## config.mk

```make
export PLATFORM = sky130hd
export DESIGN_NAME = sr_tx
export DESIGN_NICKNAME = d
export VERILOG_FILES = /design/src/rtl/sr_tx.sv
export SDC_FILE = /design/constraint.sdc
export NUM_CORES = 1
export LEC_CHECK = 0
export ABC_AREA = 0
export ABC_CLOCK_PERIOD_IN_PS = 1420
export CAP_MARGIN = 30
export CORE_UTILIZATION = 45
export CTS_CLUSTER_DIAMETER = 30
export DETAILED_ROUTE_END_ITERATION = 12
export PLACE_DENSITY = 0.75
export RECOVER_POWER = 25
export SYNTH_ARGS = -nofsm -noshare
export SYNTH_HDL_FRONTEND = slang
export SYNTH_SLANG_ARGS = --single-unit
```

## constraint.sdc

```tcl
create_clock -name i_clk -period 1.42 [get_ports i_clk]
set_input_delay 0.355 -clock i_clk [delete_from_list [all_inputs] [get_ports i_clk]]
set_output_delay 0.355 -clock i_clk [all_outputs]
set_load 0.005 [all_outputs]
```

## src/rtl/sr_tx.sv

```systemverilog
// rtl/sr_tx.sv - parallel-load serial shifter driving an external shift-register chain
module sr_tx #(
    parameter int WIDTH     = 8,
    parameter int CLKDIV    = 2,
    parameter int LSB_FIRST = 0
) (
    input  logic             i_clk,
    input  logic             i_rst_n,
    input  logic [WIDTH-1:0] i_data,
    input  logic             i_load,
    output logic             o_busy,
    output logic             o_sdo,
    output logic             o_sclk,
    output logic             o_done
);
    localparam int HW = $clog2(CLKDIV + 1);
    localparam int BW = $clog2(WIDTH + 1);

    localparam logic [0:0] ST_IDLE  = 1'b0;
    localparam logic [0:0] ST_SHIFT = 1'b1;

    localparam logic [HW-1:0] H_LAST = HW'(CLKDIV - 1);
    localparam logic [BW-1:0] B_LAST = BW'(WIDTH - 1);

    logic [0:0]       state_q, state_d;
    logic [HW-1:0]    hcnt_q, hcnt_d;
    logic [BW-1:0]    bcnt_q, bcnt_d;
    logic [WIDTH-1:0] shreg_q, shreg_d;
    logic             sclk_q, sclk_d;
    logic             sdo_q, sdo_d;
    logic             busy_q, busy_d;
    logic             done_q, done_d;
    logic [WIDTH-1:0] shreg_adv;

    always_comb begin
        state_d   = state_q;
        hcnt_d    = hcnt_q;
        bcnt_d    = bcnt_q;
        shreg_d   = shreg_q;
        sclk_d    = sclk_q;
        sdo_d     = sdo_q;
        busy_d    = busy_q;
        done_d    = 1'b0;
        // The bit on o_sdo is always the outgoing end of the register.
        shreg_adv = (LSB_FIRST != 0) ? (shreg_q >> 1) : (shreg_q << 1);

        case (state_q)
            ST_IDLE: begin
                if (i_load) begin
                    state_d = ST_SHIFT;
                    busy_d  = 1'b1;
                    shreg_d = i_data;
                    sdo_d   = (LSB_FIRST != 0) ? i_data[0] : i_data[WIDTH-1];
                    hcnt_d  = '0;
                    bcnt_d  = '0;
                    sclk_d  = 1'b0;
                end
            end
            ST_SHIFT: begin
                if (hcnt_q == H_LAST) begin
                    hcnt_d = '0;
                    if (!sclk_q) begin
                        sclk_d = 1'b1;
                    end else if (bcnt_q == B_LAST) begin
                        state_d = ST_IDLE;
                        busy_d  = 1'b0;
                        sclk_d  = 1'b0;
                        sdo_d   = 1'b0;
                        done_d  = 1'b1;
                        bcnt_d  = '0;
                        shreg_d = '0;
                    end else begin
                        sclk_d  = 1'b0;
                        shreg_d = shreg_adv;
                        sdo_d   = (LSB_FIRST != 0) ? shreg_adv[0] : shreg_adv[WIDTH-1];
                        bcnt_d  = bcnt_q + 1'b1;
                    end
                end else begin
                    hcnt_d = hcnt_q + 1'b1;
                end
            end
            default: begin
                state_d = ST_IDLE;
            end
        endcase
    end

    always_ff @(posedge i_clk or negedge i_rst_n) begin
        if (!i_rst_n) begin
            state_q <= ST_IDLE;
            hcnt_q  <= '0;
            bcnt_q  <= '0;
            shreg_q <= '0;
            sclk_q  <= 1'b0;
            sdo_q   <= 1'b0;
            busy_q  <= 1'b0;
            done_q  <= 1'b0;
        end else begin
            state_q <= state_d;
            hcnt_q  <= hcnt_d;
            bcnt_q  <= bcnt_d;
            shreg_q <= shreg_d;
            sclk_q  <= sclk_d;
            sdo_q   <= sdo_d;
            busy_q  <= busy_d;
            done_q  <= done_d;
        end
    end

    assign o_busy = busy_q;
    assign o_sdo  = sdo_q;
    assign o_sclk = sclk_q;
    assign o_done = done_q;
endmodule

```

# [Word level (Yosys, flattened, before mapping)]
# Cells that the tools add are included.
[word_totals] inputBits=11 ram_bits=0 n_memories=0 latch_bits=0 mem_bits_ro=0 out_inout_bits=4 elab_cells=56 regBits=18
[classes] magnitude_cmp=0 n_bitwise=1 mux=36 shift=0 eq_ne=6 reduce_logical=3 n_div=0 mul=0 n_addsub=2
[op_table] cell="$mux W7" count=4
[op_table] cell="$mux W1" count=19
[op_table] cell="$mux W4" count=4
[op_table] cell="$pmux W7 S2" count=1
[op_table] cell="$pmux W1 S2" count=4
[op_table] cell="$pmux W4 S2" count=1
[op_table] cell="$ne A2 B1 Y1 const B" count=3
[op_table] cell="$add A4 B1 Y4 const B" count=1
[op_table] cell="$eq A4 B3 Y1 const B" count=1
[op_table] cell="$mux W2" count=2
[op_table] cell="$pmux W2 S2" count=1
[op_table] cell="$reduce_and A4 Y1" count=1
[op_table] cell="$reduce_and A3 Y1" count=1
[op_table] cell="$add A2 B1 Y2 const B" count=1
[op_table] cell="$eq A2 B1 Y1 const B" count=1
[op_table] cell="$ne A2 B2 Y1 const B" count=1
[op_table] cell="$reduce_and A2 Y1" count=1
[op_table] cell="$not A1 Y1" count=1

# [Depth between registers and ports, before layout]
[depth] word_depth=5 depth_mapped=5 depth_no_buf=4

# [Worst setup path after synthesis]
# No wires, ideal clock.
[synth_timing] path_kind="register to register" start="register bcnt_q[0]" end="register shreg_q[3]" synth_period_minus_slack_ps=1318 required_time_ps=1294 t_arrival_ps=1192 path_stages_with_launch=6 path_buffers=1 slack_ps=102 setup_time_ps=126 path_cell_list="dfrtp_1 > ha_1 > nand3b_1 > clkbuf_1 > and3_1 > a221o_1"
[synth_between] elab_chain_len=5
[synth_lines] element="start: declaration" line="27" text="logic [BW-1:0] bcnt_q, bcnt_d;"
[synth_lines] element="start signal: assignment" line="101" text="bcnt_q <= bcnt_d;"
[synth_lines] element="$eq A4 B3 Y1" line="64" text="end else if (bcnt_q == B_LAST) begin"
[synth_lines] element="$mux W7" line="64"
[synth_lines] element="$mux W7" line="62" text="if (!sclk_q) begin"
[synth_lines] element="$mux W7" line="60" text="if (hcnt_q == H_LAST) begin"
[synth_lines] element="$pmux W7 S2" line="47" text="case (state_q)"
[synth_lines] element="end signal: assignment" line="102" text="shreg_q <= shreg_d;"
[synth_lines] element="end: declaration" line="28" text="logic [WIDTH-1:0] shreg_q, shreg_d;"
# Every way passes these cells. The select of a mux whose other input is x is not followed.
# A chain may end at the register's enable or synchronous reset.

# [Worst setup path in the final report]
[layout_timing] start="register bcnt_q[0]" end="register shreg_q[1]"
# The elaborated chain is that of the path after synthesis.

==> impl_metrics.env <==
export IMPL_fp_dieW_um=45.0
export IMPL_initial_core_util=0.481
export IMPL_area_delta_synth_final_pct=31.6
export IMPL_dpl_instance_area_sq_um=1060
export IMPL_critPathKind="flip-flop to flip-flop"
export IMPL_cts_path_max_buffers=2
export IMPL_seq_area_frac_synth=0.542
export IMPL_fin_setup_tns_ns=0
export IMPL_multi_input_area_sq_um=359
export IMPL_grt_usage=0.209
export IMPL_synthTopCellsByArea="dfrtp_1 54%, a221o_1 4.8%, mux2i_1 3.6%, nand2_1 3.6%, and3_1 3.0%"
export IMPL_regArea_sq_um=450
export IMPL_yosysWarningCount=0
export IMPL_gp_congestion=0.798
export IMPL_fin_cells=127
export IMPL_max_slew_margin=0.700
export IMPL_grt_max_degree=19
export IMPL_diodes=0
export IMPL_ys_ff_latch=18
export IMPL_ios=15
export IMPL_cts_buffers=3
export IMPL_grt_overflow=0
export IMPL_die_area_sq_um=2020
export IMPL_synth_avg_cell_area_sq_um=10.9
export IMPL_yosysTopAreaCellShare=0.542
export IMPL_synth_cell_types=28
export IMPL_cts_sinks=18
export IMPL_drive_above_1_share=0.186
export IMPL_worst_slew_pin_slew_ns=0.450
export IMPL_p_per_area_nw_per_um2=1680
export IMPL_slew_viol_final=0
export IMPL_vias=684
export IMPL_post_route_period_util=0.931
export IMPL_period_minus_slack_ns=1.32
export IMPL_final_util=0.633
export IMPL_hold_buffers=0
export IMPL_htree_levels=1
export IMPL_grt_pass1_wl_um=3030
export IMPL_fin_area_sq_um=1090
export IMPL_drtPass1Iterations=6
export IMPL_clkLatencyLatePin_ns=0.29
export IMPL_cts_root_buf="clkbuf_4"
export IMPL_std_cell_rows=15
export IMPL_fin_skew_ns=0.00446
export IMPL_synth_area_sq_um=831
export IMPL_critical_path_arrival_ns=1.50
export IMPL_dpl_cell_count=122
export IMPL_hpwlAfterDp_um=1210
export IMPL_place_port_buffers=14
export IMPL_hold_viol=0
export IMPL_p_leak_nw=0.536
export IMPL_syn_num_nets=88
export IMPL_cts_tree="built"
export IMPL_first_global_vias=672
export IMPL_outcome="finished, final reports clean"
export IMPL_antenna_found_initial=0
export IMPL_setup_viol=0
export IMPL_synth_top_cell_by_area="dfrtp_1"
export IMPL_route_detailed_drc=0
export IMPL_syn_inst=76
export IMPL_fillCellCount=159
export IMPL_critPathRequiredTime_ns=1.60
export IMPL_cp_start_kind="flip-flop"
export IMPL_core_sq_um=1730
export IMPL_clkSlewWorstSetupHoldPaths_ns=0.10
export IMPL_wl_per_cell_um=13.1
export IMPL_holdWs_ns=0.490
export IMPL_drtIter0Drc=21
export IMPL_cp_end_kind="flip-flop"
export IMPL_drt_wl_total_um=1660
export IMPL_ir_drop_mv=1.04
export IMPL_die_y_um=45.0
export IMPL_nets=116
export IMPL_max_cap_viol_count=0
export IMPL_ant_nets=0
export IMPL_viasPerCell=5.39
export IMPL_path_max_fanout=6
export IMPL_min_path_type="flip-flop to flip-flop"
export IMPL_clock_fmax_mhz=757
export IMPL_rsz0062_at_grt="no"
-- power breakdown --
part	switching (W)	internal [W]	total [W]	leakage, nW
Sequential	0.000114	0.000692	0.000806	0.229
Combinational	0.000343	0.000429	0.000772	0.294
Clock	0.000156	0.0000986	0.000254	0.0138
-- worst paths after layout --
kind	from	endpoint	slack, ns	depth (start not counted)
worst max-delay path	bcnt_q[0]	shreg_q[1]	0.1	4
worst min-delay path	shreg_q[0]	shreg_q[0]	0.49	1
worst max register to register	bcnt_q[0]	shreg_q[1]	0.1	4
worst min register to register	shreg_q[0]	shreg_q[0]	0.49	1
max in group asynchronous	i_rst_n	bcnt_q[2]	0.58	2
min in group asynchronous	i_rst_n	shreg_q[4]	0.53	2
-- layer usage --
metal / GRT usage / share of wire / vias up
met2: 0.310 / 0.46 / 22
met5: 0 / 0 / -
met1: 0.303 / 0.47 / 331
li1: - / - / 327
met4: 0.0727 / 0.010 / 0
met3: 0.0440 / 0.054 / 4
-- cell type report --
class | count | share of cell area
well taps | 25 | 0.0286
clock buffers | 3 | 0.0206
flip-flops and latches | 18 | 0.412
multi-input cells | 54 | 0.328
repair buffers | 27 | 0.211
-- critical path, cell delays in order, from the launching register on --
cell	delay, ns
dfrtp_1	0.41
ha_2	0.19
nand3b_1	0.15
and3_1	0.21
a221o_1	0.25
-- cell families after synthesis --
kind of cell / share of synthesized area
XOR/XNOR: 0.0105
flip-flops: 0.542
AO/OA/AOI/OAI: 0.127
buffers and inverters: 0.0331
adder cells (fa/ha/maj): 0.0151
AND/OR/NAND/NOR: 0.236
multiplexers: 0.0361
-- sequential cells by signal, summed over array words and instances (netlist names) --
signal and count:
shreg_q 7, bcnt_q 4, hcnt_q 2, o_busy 1, o_done 1, o_sclk 1, o_sdo 1, state_q 1
-- layout by cell type, fill, tap and decap left out --
cell type / instances
xnor2_1: 1
and2b_1: 1
a21oi_1: 1
buf_4: 12
and3_1: 4
o21ai_0: 4
nor3b_1: 1
nand3b_1: 1
clkbuf_4: 3
or2b_1: 2
dfrtp_1: 18
clkdlybuf4s50_1: 9
nand2b_1: 2
nand4b_1: 1
nand3_1: 5
nand2_1: 8
nor2_4: 1
nor2b_1: 3
and4b_4: 1
dlygate4sd3_1: 1
a31oi_1: 3
nor2_1: 3
dlygate4sd2_1: 4
nand4_1: 1
a221o_1: 4
a21o_1: 1
clkbuf_2: 1
o21ai_1: 1
mux2i_1: 3
a22o_1: 1
ha_2: 1
-- cells in the mapped netlist (all sizes together) --
cell type  instances
dfrtp             18
nand2              8
nand3              5
o21ai              5
a221o              4
and3               4
nor2               4
a31oi              3
buf                3
mux2i              3
nor2b              3
nand2b             2
or2b               2
a21o               1
a21oi              1
a22o               1
and2b              1
and4b              1
clkbuf             1
ha                 1
nand3b             1
nand4              1
nand4b             1
nor3b              1
xnor2              1
-- metrics by stage --
| stage | setup WS (ns) | total power, W |
|---|---|---|
| finish | 0.0985 | 0.00183 |
| global route | 0.0128 | 0.00198 |
| CTS | 0.0107 | 0.00181 |
| detailed placement | -0.173 | 0.00158 |
| global placement | -0.144 | 0.00155 |
| floorplan | 0.102 | 0.00127 |
-- what timing repair did --
action                                  4_1_cts  5_1_grt
pin swaps                                     0        1
buffers inserted                              1        1
gates resized for setup                       4        4
endpoints found under the setup margin        4        8
(Power assumes the default switching activity.)
